<file path="config.mk">
export PLATFORM = sky130hd
export DESIGN_NAME = frac_reduce
export DESIGN_NICKNAME = d
export VERILOG_FILES = /design/src/rtl/frac_reduce.sv
export SDC_FILE = /design/constraint.sdc
export NUM_CORES = 1
export LEC_CHECK = 0
export CELL_PAD_IN_SITES_DETAIL_PLACEMENT = 1
export CELL_PAD_IN_SITES_GLOBAL_PLACEMENT = 2
export CORE_ASPECT_RATIO = 0.9
export CORE_UTILIZATION = 36
export DETAILED_ROUTE_END_ITERATION = 6
export MAX_ROUTING_LAYER = met4
export PLACE_DENSITY_LB_ADDON = 0.12
export SETUP_SLACK_MARGIN = 0.3
export SLEW_MARGIN = 25
export SYNTH_ARGS = -nofsm -noshare
export SYNTH_HDL_FRONTEND = slang
export SYNTH_SLANG_ARGS = --single-unit
</file>
<file path="constraint.sdc">
create_clock -name clk -period 3.4 [get_ports clk]
set_input_delay 1.02 -clock clk [delete_from_list [all_inputs] [get_ports clk]]
set_output_delay 1.02 -clock clk [all_outputs]
set_load 0.005 [all_outputs]
</file>
<file path="src/rtl/frac_reduce.sv">
// Reduces a fraction num/den by a supplied gcd with one shared restoring divider, numerator first.
// Latency: out_valid rises 2*WIDTH+1 edges after the accepting edge, counting that edge; a zero gcd takes 1 edge.
// Backpressure: in_ready only in IDLE; results held in OUT until out_ready. FRAC_REDUCE_REM_CHECK_EN adds a remainder check.
module frac_reduce #(
    parameter int WIDTH = 8
) (
    input  logic             clk,
    input  logic             rst_n,
    input  logic             in_valid,
    output logic             in_ready,
    input  logic [WIDTH-1:0] num_in,
    input  logic [WIDTH-1:0] den_in,
    input  logic [WIDTH-1:0] gcd_in,
    output logic             out_valid,
    input  logic             out_ready,
    output logic [WIDTH-1:0] num_out,
    output logic [WIDTH-1:0] den_out,
    output logic             div_err
);

    localparam int CW = (WIDTH > 1) ? $clog2(WIDTH) : 1;

    typedef enum logic [1:0] {
        IDLE    = 2'd0,
        DIV_NUM = 2'd1,
        DIV_DEN = 2'd2,
        OUT     = 2'd3
    } state_t;

    state_t           state;
    state_t           state_nx;

    // dvd shifts left each step; quotient bits fill in from the LSB end,
    // so after WIDTH steps it holds the quotient.
    logic [WIDTH-1:0] dvd;
    logic [WIDTH-1:0] den_r;
    logic [WIDTH-1:0] g_r;
    logic [WIDTH-1:0] rem;
    logic [CW-1:0]    cnt;
`ifdef FRAC_REDUCE_REM_CHECK_EN
    logic             num_rem_nz;
`endif

    logic             last;
    logic [WIDTH:0]   rem_sh;
    logic             q_bit;
    logic [WIDTH-1:0] rem_nx;
    logic [WIDTH-1:0] dvd_nx;

    assign in_ready  = (state == IDLE);
    assign out_valid = (state == OUT);
    assign last      = (cnt == CW'(WIDTH - 1));

    // One restoring step: partial remainder is WIDTH+1 bits before the compare,
    // and always fits WIDTH bits afterwards because it ends below g.
    always_comb begin
        rem_sh = {rem, dvd[WIDTH-1]};
        q_bit  = (rem_sh >= {1'b0, g_r});
        rem_nx = q_bit ? WIDTH'(rem_sh - {1'b0, g_r}) : rem_sh[WIDTH-1:0];
        dvd_nx = {dvd[WIDTH-2:0], q_bit};
    end

    always_ff @(posedge clk or negedge rst_n) begin
        if (!rst_n) begin
            state <= IDLE;
        end else begin
            state <= state_nx;
        end
    end

    always_comb begin
        state_nx = state;
        case (state)
            IDLE: begin
                if (in_valid) begin
                    state_nx = (gcd_in == '0) ? OUT : DIV_NUM;
                end
            end
            DIV_NUM: begin
                if (last) begin
                    state_nx = DIV_DEN;
                end
            end
            DIV_DEN: begin
                if (last) begin
                    state_nx = OUT;
                end
            end
            OUT: begin
                if (out_ready) begin
                    state_nx = IDLE;
                end
            end
            default: state_nx = IDLE;
        endcase
    end

    always_ff @(posedge clk or negedge rst_n) begin
        if (!rst_n) begin
            dvd     <= '0;
            den_r   <= '0;
            g_r     <= '0;
            rem     <= '0;
            cnt     <= '0;
            num_out <= '0;
            den_out <= '0;
            div_err <= 1'b0;
`ifdef FRAC_REDUCE_REM_CHECK_EN
            num_rem_nz <= 1'b0;
`endif
        end else begin
            case (state)
                IDLE: begin
                    if (in_valid) begin
                        dvd   <= num_in;
                        den_r <= den_in;
                        g_r   <= gcd_in;
                        rem   <= '0;
                        cnt   <= '0;
                        if (gcd_in == '0) begin
                            num_out <= '0;
                            den_out <= '0;
                            div_err <= 1'b1;
                        end
                    end
                end
                DIV_NUM: begin
                    if (last) begin
                        num_out <= dvd_nx;
                        dvd     <= den_r;
                        rem     <= '0;
                        cnt     <= '0;
`ifdef FRAC_REDUCE_REM_CHECK_EN
                        num_rem_nz <= (rem_nx != '0);
`endif
                    end else begin
                        dvd <= dvd_nx;
                        rem <= rem_nx;
                        cnt <= cnt + CW'(1);
                    end
                end
                DIV_DEN: begin
                    if (last) begin
                        den_out <= dvd_nx;
                        dvd     <= '0;
                        rem     <= '0;
                        cnt     <= '0;
`ifdef FRAC_REDUCE_REM_CHECK_EN
                        div_err    <= num_rem_nz | (rem_nx != '0);
                        num_rem_nz <= 1'b0;
`else
                        div_err <= 1'b0;
`endif
                    end else begin
                        dvd <= dvd_nx;
                        rem <= rem_nx;
                        cnt <= cnt + CW'(1);
                    end
                end
                default: ;
            endcase
        end
    end

endmodule

</file>
==> impl_metrics.tcl, run 1 <==
set metrics [dict create \
    rsz0062_at_grt "false" \
    rows 30 \
    cts_tree "yes" \
    netSwitchingFraction 0.4259 \
    design.die.area_um2 8381 \
    drive_gt1_frac 0.1108 \
    gp_congestion 0.7816 \
    post_cts_buffers 0 \
    vias 2255 \
    dp_hpwl_mm 5.228 \
    fmax_ghz 0.3458 \
    reg2reg_from "g_r[4]" \
    syn_nets 332 \
    first_pass_iters 4 \
    hold_violations 0 \
    clock-sinks 54 \
    cts_buffers 5 \
    critPathKind "input port to flop" \
    hold_buffers 0 \
    drtIter0Drc 100 \
    grt_pass1_wl_mm 11.99 \
    cts_max_path_buffers 2 \
    final_nets 378 \
    clock_skew_ps 5.284 \
    p_leak_nw 1.569 \
    fin_tns_setup_ps 0 \
    finalCriticalPeriod_ps 2892 \
    synth_ff_type "dfrtp_1" \
    drc_errors 0 \
    cts_resized 0 \
    wl_per_cell_um 16.75 \
    grt_pass1_vias 2267 \
    status "finished, final reports clean" \
    die_h_um 86.95 \
    n_antenna_cell 0 \
    utilization 0.4644 \
    synth_most_common_cell "dfrtp_1" \
    start_util 0.3770 \
    power_frac_comb 0.575 \
    crit_path_max_incr_delay_ps 610 \
    avgSynthCellArea_um2 10.02 \
    synth.top_cell.area_share 0.4681 \
    layout_setup_ws_ps 508.0 \
    syn_area_um2 2887 \
    path_cells "clkdlybuf4s50_1 -> or4_1 -> o31a_1 -> or3_1 -> buf_4 -> a22o_1" \
    clk_pin_slew_ps 100 \
    htree_levels 2 \
    grt_usage 0.1936 \
    hold_class "flop to flop" \
    start_kind "input port" \
    crit_start "gcd_in[1]" \
    setup.worst_path.end_class "flop" \
    synth_cell_type_count 41 \
    yosys-top-cells-area "dfrtp_1 47%, mux2_2 6.6%, ha_1 6.5%, nand2_1 4.4%, o21ai_0 3.8%" \
    async_flop_share 1.000 \
    vias_per_cell 5.244 \
    rrSetupSlack_ps 990 \
    die_w_um 96.39 \
    internal_power_w 0.002201 \
    holdCritStartpoint "div_err" \
    fillers 876 \
    pin_count 47 \
    drt-total-wl_mm 7.201 \
    clkPwrFrac 0.117 \
    synth_edf_count 0 \
    core-area_um2 7657 \
    max_cap_viol_count 0 \
    worstPathArrival_ps 3100 \
    ys_seq_elements 54 \
    slowest_stage "or4_1" \
    worstSkewPairLatency_ps 300 \
    required_ps 3600 \
    setup_viol 0 \
    gr-total-overflow 0 \
    numPortBuffers 46 \
    ys_top_cells_by_count "54 x dfrtp_1, 34 x nand2_1, 26 x inv_1, 22 x o21ai_0, 17 x mux2_2" \
    root_buffer "clkbuf_8" \
    grt_max_degree 55 \
    ys.warnings.count 0 \
    syn_inst 288 \
    worst_slew_pin_slew_ps 723.3 \
    antenna_found_initial 0 \
    drv_slew 0 \
    path_max_fanout 18 \
    pwr-share-seq 0.308 \
    ant_nets 0 \
    yosys.area.top_type "dfrtp_1" \
    period_share 0.8506 \
    cellPowerDensity_nw_per_um2 1078 \
    ys_seq_area_frac 0.4681 \
    synthToLayoutAreaGrowth_pct 23.19 \
    slew_headroom 0.5040 \
    p_sw_w 0.001632 \
    pre_cts_ws_ps 161.8 \
    ir_worst_vdd_v 0.0003097 \
]
==> flip-flops by register name, summed over array words and instances (netlist names) <==
register	cells
cnt	3
den_out	8
den_r	8
div_err	1
dvd	8
g_r	8
num_out	8
rem	8
state	2
==> area by class of cell <==
type                       count  area (um^2)  area share
inverter                      26        97.59     0.02745
sequential                    54         1351      0.3800
tap                           96        120.1     0.03378
clock buffer                   6        82.58     0.02322
timing repair buffer          52        500.5      0.1407
multi-input combinational    195         1374      0.3863
clock inverter                 1        30.03    0.008445
==> final timing paths <==
check                              to  cells after the start
min reg2reg                   div_err                      2
max in group asynchronous      dvd[2]                      2
min in group asynchronous  num_out[2]                      2
min                           div_err                      2
max reg2reg                    rem[2]                      7
max                        den_out[0]                      6
==> critical path: cells and delay by family <==
family | cells | cell delay [ps]
compound gates | 2 | 530
buf+inv | 2 | 620
simple gates | 2 | 920
==> per-stage QoR <==
step | hold WS [ps] | area (um^2) | total power, W | cells
after CTS | 501.3 | 3556 | 0.003885 | 430
after floorplan | 467.7 | 2887 | 0.002704 | 288
final | 493.2 | 3556 | 0.003833 | 430
after global placement | 468.1 | 3443 | 0.003374 | 423
after global routing | 525.5 | 3556 | 0.004191 | 430
after detailed placement | 474.5 | 3443 | 0.003424 | 423
==> power groups by stage <==
stage	Sequential, W	Combinational, W	Clock, W
4_1_cts	0.00118	0.00224	0.000465
3_3_place_gp	0.00119	0.00219	0
5_1_grt	0.00122	0.00249	0.000482
3_5_place_dp	0.00120	0.00223	0
6_report	0.00118	0.00221	0.000448
2_1_floorplan	0.00112	0.00158	0
==> cells by family (layout without fill, tap and decap cells) <==
group,after synthesis,after routing,share of synthesized area
flip-flops,54,54,0.4681
AO/OA/AOI/OAI,74,74,0.1712
adder cells (fa/ha/maj),16,16,0.07196
XOR/XNOR,5,5,0.01517
AND/OR/NAND/NOR,73,73,0.1166
multiplexers,27,27,0.1010
buffers and inverters,39,85,0.05592
==> cells in the final DEF, fill, tap and decap left out, types with 9 or more instances in the layout <==
cell / instances
mux2i_1: 10
nor2_1: 9
o21ai_0: 22
dfrtp_1: 54
clkdlybuf4s50_1: 45
nand2_1: 34
mux2_2: 17
ha_1: 15
nand3_1: 11
inv_1: 26
==> routing by layer <==
metal,wire length [um],share of wire,global-route usage,up-vias
met5,0,0,-,-
met4,22,0.0031,0.02807,0
met1,3806,0.53,0.2919,1116
li1,-,-,-,1100
met3,174,0.024,0.03141,5
met2,3197,0.44,0.2785,34
Power figures use the tool's default switching activity.
==> inputs of run 2 (changes only) <==
--- a/config.mk
+++ b/config.mk
@@ -9,6 +9,7 @@
 export CELL_PAD_IN_SITES_GLOBAL_PLACEMENT = 2
 export CORE_ASPECT_RATIO = 0.9
 export CORE_UTILIZATION = 36
+export CTS_CLUSTER_DIAMETER = 120
 export DETAILED_ROUTE_END_ITERATION = 6
 export MAX_ROUTING_LAYER = met4
 export PLACE_DENSITY_LB_ADDON = 0.12
==> results of run 2 <==
No change in the layout: final DEF, timing and power equal those of run 1.
==> inputs of run 3 (changes only) <==
--- a/config.mk
+++ b/config.mk
@@ -8,6 +8,7 @@
 export CELL_PAD_IN_SITES_DETAIL_PLACEMENT = 1
 export CELL_PAD_IN_SITES_GLOBAL_PLACEMENT = 2
 export CORE_ASPECT_RATIO = 0.9
+export CORE_MARGIN = 5
 export CORE_UTILIZATION = 36
 export CTS_CLUSTER_DIAMETER = 120
 export DETAILED_ROUTE_END_ITERATION = 6
==> impl_metrics.tcl, run 3 (synthesized netlist as in run 1, its figures left out) <==
set metrics [dict create \
    slew_headroom 0.4856 \
    cts_tree "yes" \
    power_frac_comb 0.577 \
    p_leak_nw 1.574 \
    worstSkewPairLatency_ps 300 \
    drive_gt1_frac 0.1161 \
    path_cells "clkdlybuf4s50_1 -> or4_1 -> o31a_1 -> or3_1 -> buf_4 -> nand2_1 -> o21ai_2" \
    vias_per_cell 5.211 \
    cellPowerDensity_nw_per_um2 1073 \
    worstPathArrival_ps 3090 \
    n_antenna_cell 0 \
    gp_congestion 0.8018 \
    design.die.area_um2 9911 \
    clk_pin_slew_ps 100 \
    dp_hpwl_mm 5.851 \
    netSwitchingFraction 0.4305 \
    required_ps 3590 \
    p_sw_w 0.001647 \
    antenna_found_initial 0 \
    pin_count 47 \
    grt_pass1_wl_mm 12.92 \
    die_h_um 94.95 \
    pwr-share-seq 0.313 \
    numPortBuffers 46 \
    vias 2267 \
    cts_resized 0 \
    worst_slew_pin_slew_ps 750.1 \
    die_w_um 104.4 \
    pre_cts_ws_ps 154.3 \
    met2_usage 0.2595 \
    drt-total-wl_mm 7.641 \
    gr-total-overflow 0 \
    clock-sinks 54 \
    status "finished, final reports clean" \
    fin_area_um2 3565 \
    cts_max_path_buffers 2 \
    grtUsageMet3 0.03144 \
    htree_levels 2 \
    grt_usage 0.1665 \
    root_buffer "clkbuf_8" \
    fin_tns_setup_ps 0 \
    dpl-instance-area_um2 3455 \
    grt_pass1_vias 2467 \
    hold_buffers 0 \
    ant_nets 0 \
    grt.busiest_layer "met2" \
    post_cts_buffers 0 \
    hold_violations 0 \
    crit_path_max_incr_delay_ps 620 \
    layout_setup_ws_ps 496.5 \
    synthToLayoutAreaGrowth_pct 23.49 \
    grt_max_degree 32 \
    rows 31 \
    drtIter0Drc 75 \
    period_share 0.8540 \
    wl_per_cell_um 17.57 \
    p_total_w 0.003825 \
    final_nets 379 \
    internal_power_w 0.002178 \
    start_util 0.3630 \
    rrSetupSlack_ps 1010 \
    cts_buffers 5 \
    clock_skew_ps 5.028 \
    finalCriticalPeriod_ps 2903 \
    slowest_stage "or4_1" \
    setup_viol 0 \
    setup.worst_path.end_class "flop" \
    use_met1 0.2296 \
    cp_num_buf_inv 2 \
    max_cap_viol_count 0 \
    drv_slew 0 \
    first_pass_iters 4 \
    hold_class "flop to flop" \
    final_common_cell "dfrtp_1" \
    path_max_fanout 10 \
    fmax_ghz 0.3444 \
    final_cell_mix "54 x dfrtp_1, 45 x clkdlybuf4s50_1, 34 x nand2_1" \
    drc_errors 0 \
    start_kind "input port" \
    core-area_um2 7951 \
    ir_worst_vdd_v 0.0002790 \
    rsz0062_at_grt "false" \
    critPathKind "input port to flop" \
    clkPwrFrac 0.110 \
    cp_top_family "simple AND/OR/NAND/NOR gates" \
]
-- run 3: cell types whose count changed in the layout (fill, tap and decap cells not counted) --
| cell | change |
|---|---|
| buf_4 | +1 |
| bufinv_16 | -1 |
| clkbuf_8 | +2 |
-- run 3: area by class of cell --
type / instances / area [um^2]
Sequential cell: 54 / 1351
Timing Repair Buffer: 53 / 508.0
Inverter: 26 / 97.59
Clock buffer: 8 / 110.1
Fill cell: 891 / 4387
Multi-Input combinational cell: 195 / 1374
Tap cell: 99 / 123.9
-- run 3: worst paths after layout --
path                            start    endpoint  depth (start not counted)
max                         gcd_in[1]     div_err                          7
min                        den_out[5]  den_out[5]                          2
max reg2reg                    g_r[4]      rem[6]                          7
min reg2reg                den_out[5]  den_out[5]                          2
max in group asynchronous       rst_n      g_r[1]                          2
min in group asynchronous       rst_n  num_out[2]                          1
-- run 3: metal layers --
layer  routed length [um]  vias up  share of wire
li1                     -     1106              -
met1                 3901     1119           0.51
met2                 3441       35           0.45
met3                  239        7          0.031
met4                   59        0         0.0077
met5                    0        -              0
-- run 3: metrics by stage --
step | std cells | util | hold slack, ps
after floorplan | 288 | - | 467.7
after global placement | 427 | 0.4345 | 473.1
after detailed placement | 427 | 0.4345 | 472.8
after CTS | 435 | 0.4483 | 502.2
after global routing | 435 | 0.4483 | 531.3
final | 435 | 0.4483 | 497.8
-- run 3: tightest hold or removal path: stages (launching register included) --
cell,delay [ps]
dfrtp_1,360
nand2_1,50
o21ai_1,60
-- run 3: power by group through the flow --
stage,registers [W],logic [W],clock network [W]
6_report,0.00120,0.00221,0.000421
5_1_grt,0.00124,0.00248,0.000464
4_1_cts,0.00120,0.00224,0.000435
3_5_place_dp,0.00121,0.00224,0
3_3_place_gp,0.00119,0.00218,0
2_1_floorplan,0.00112,0.00158,0
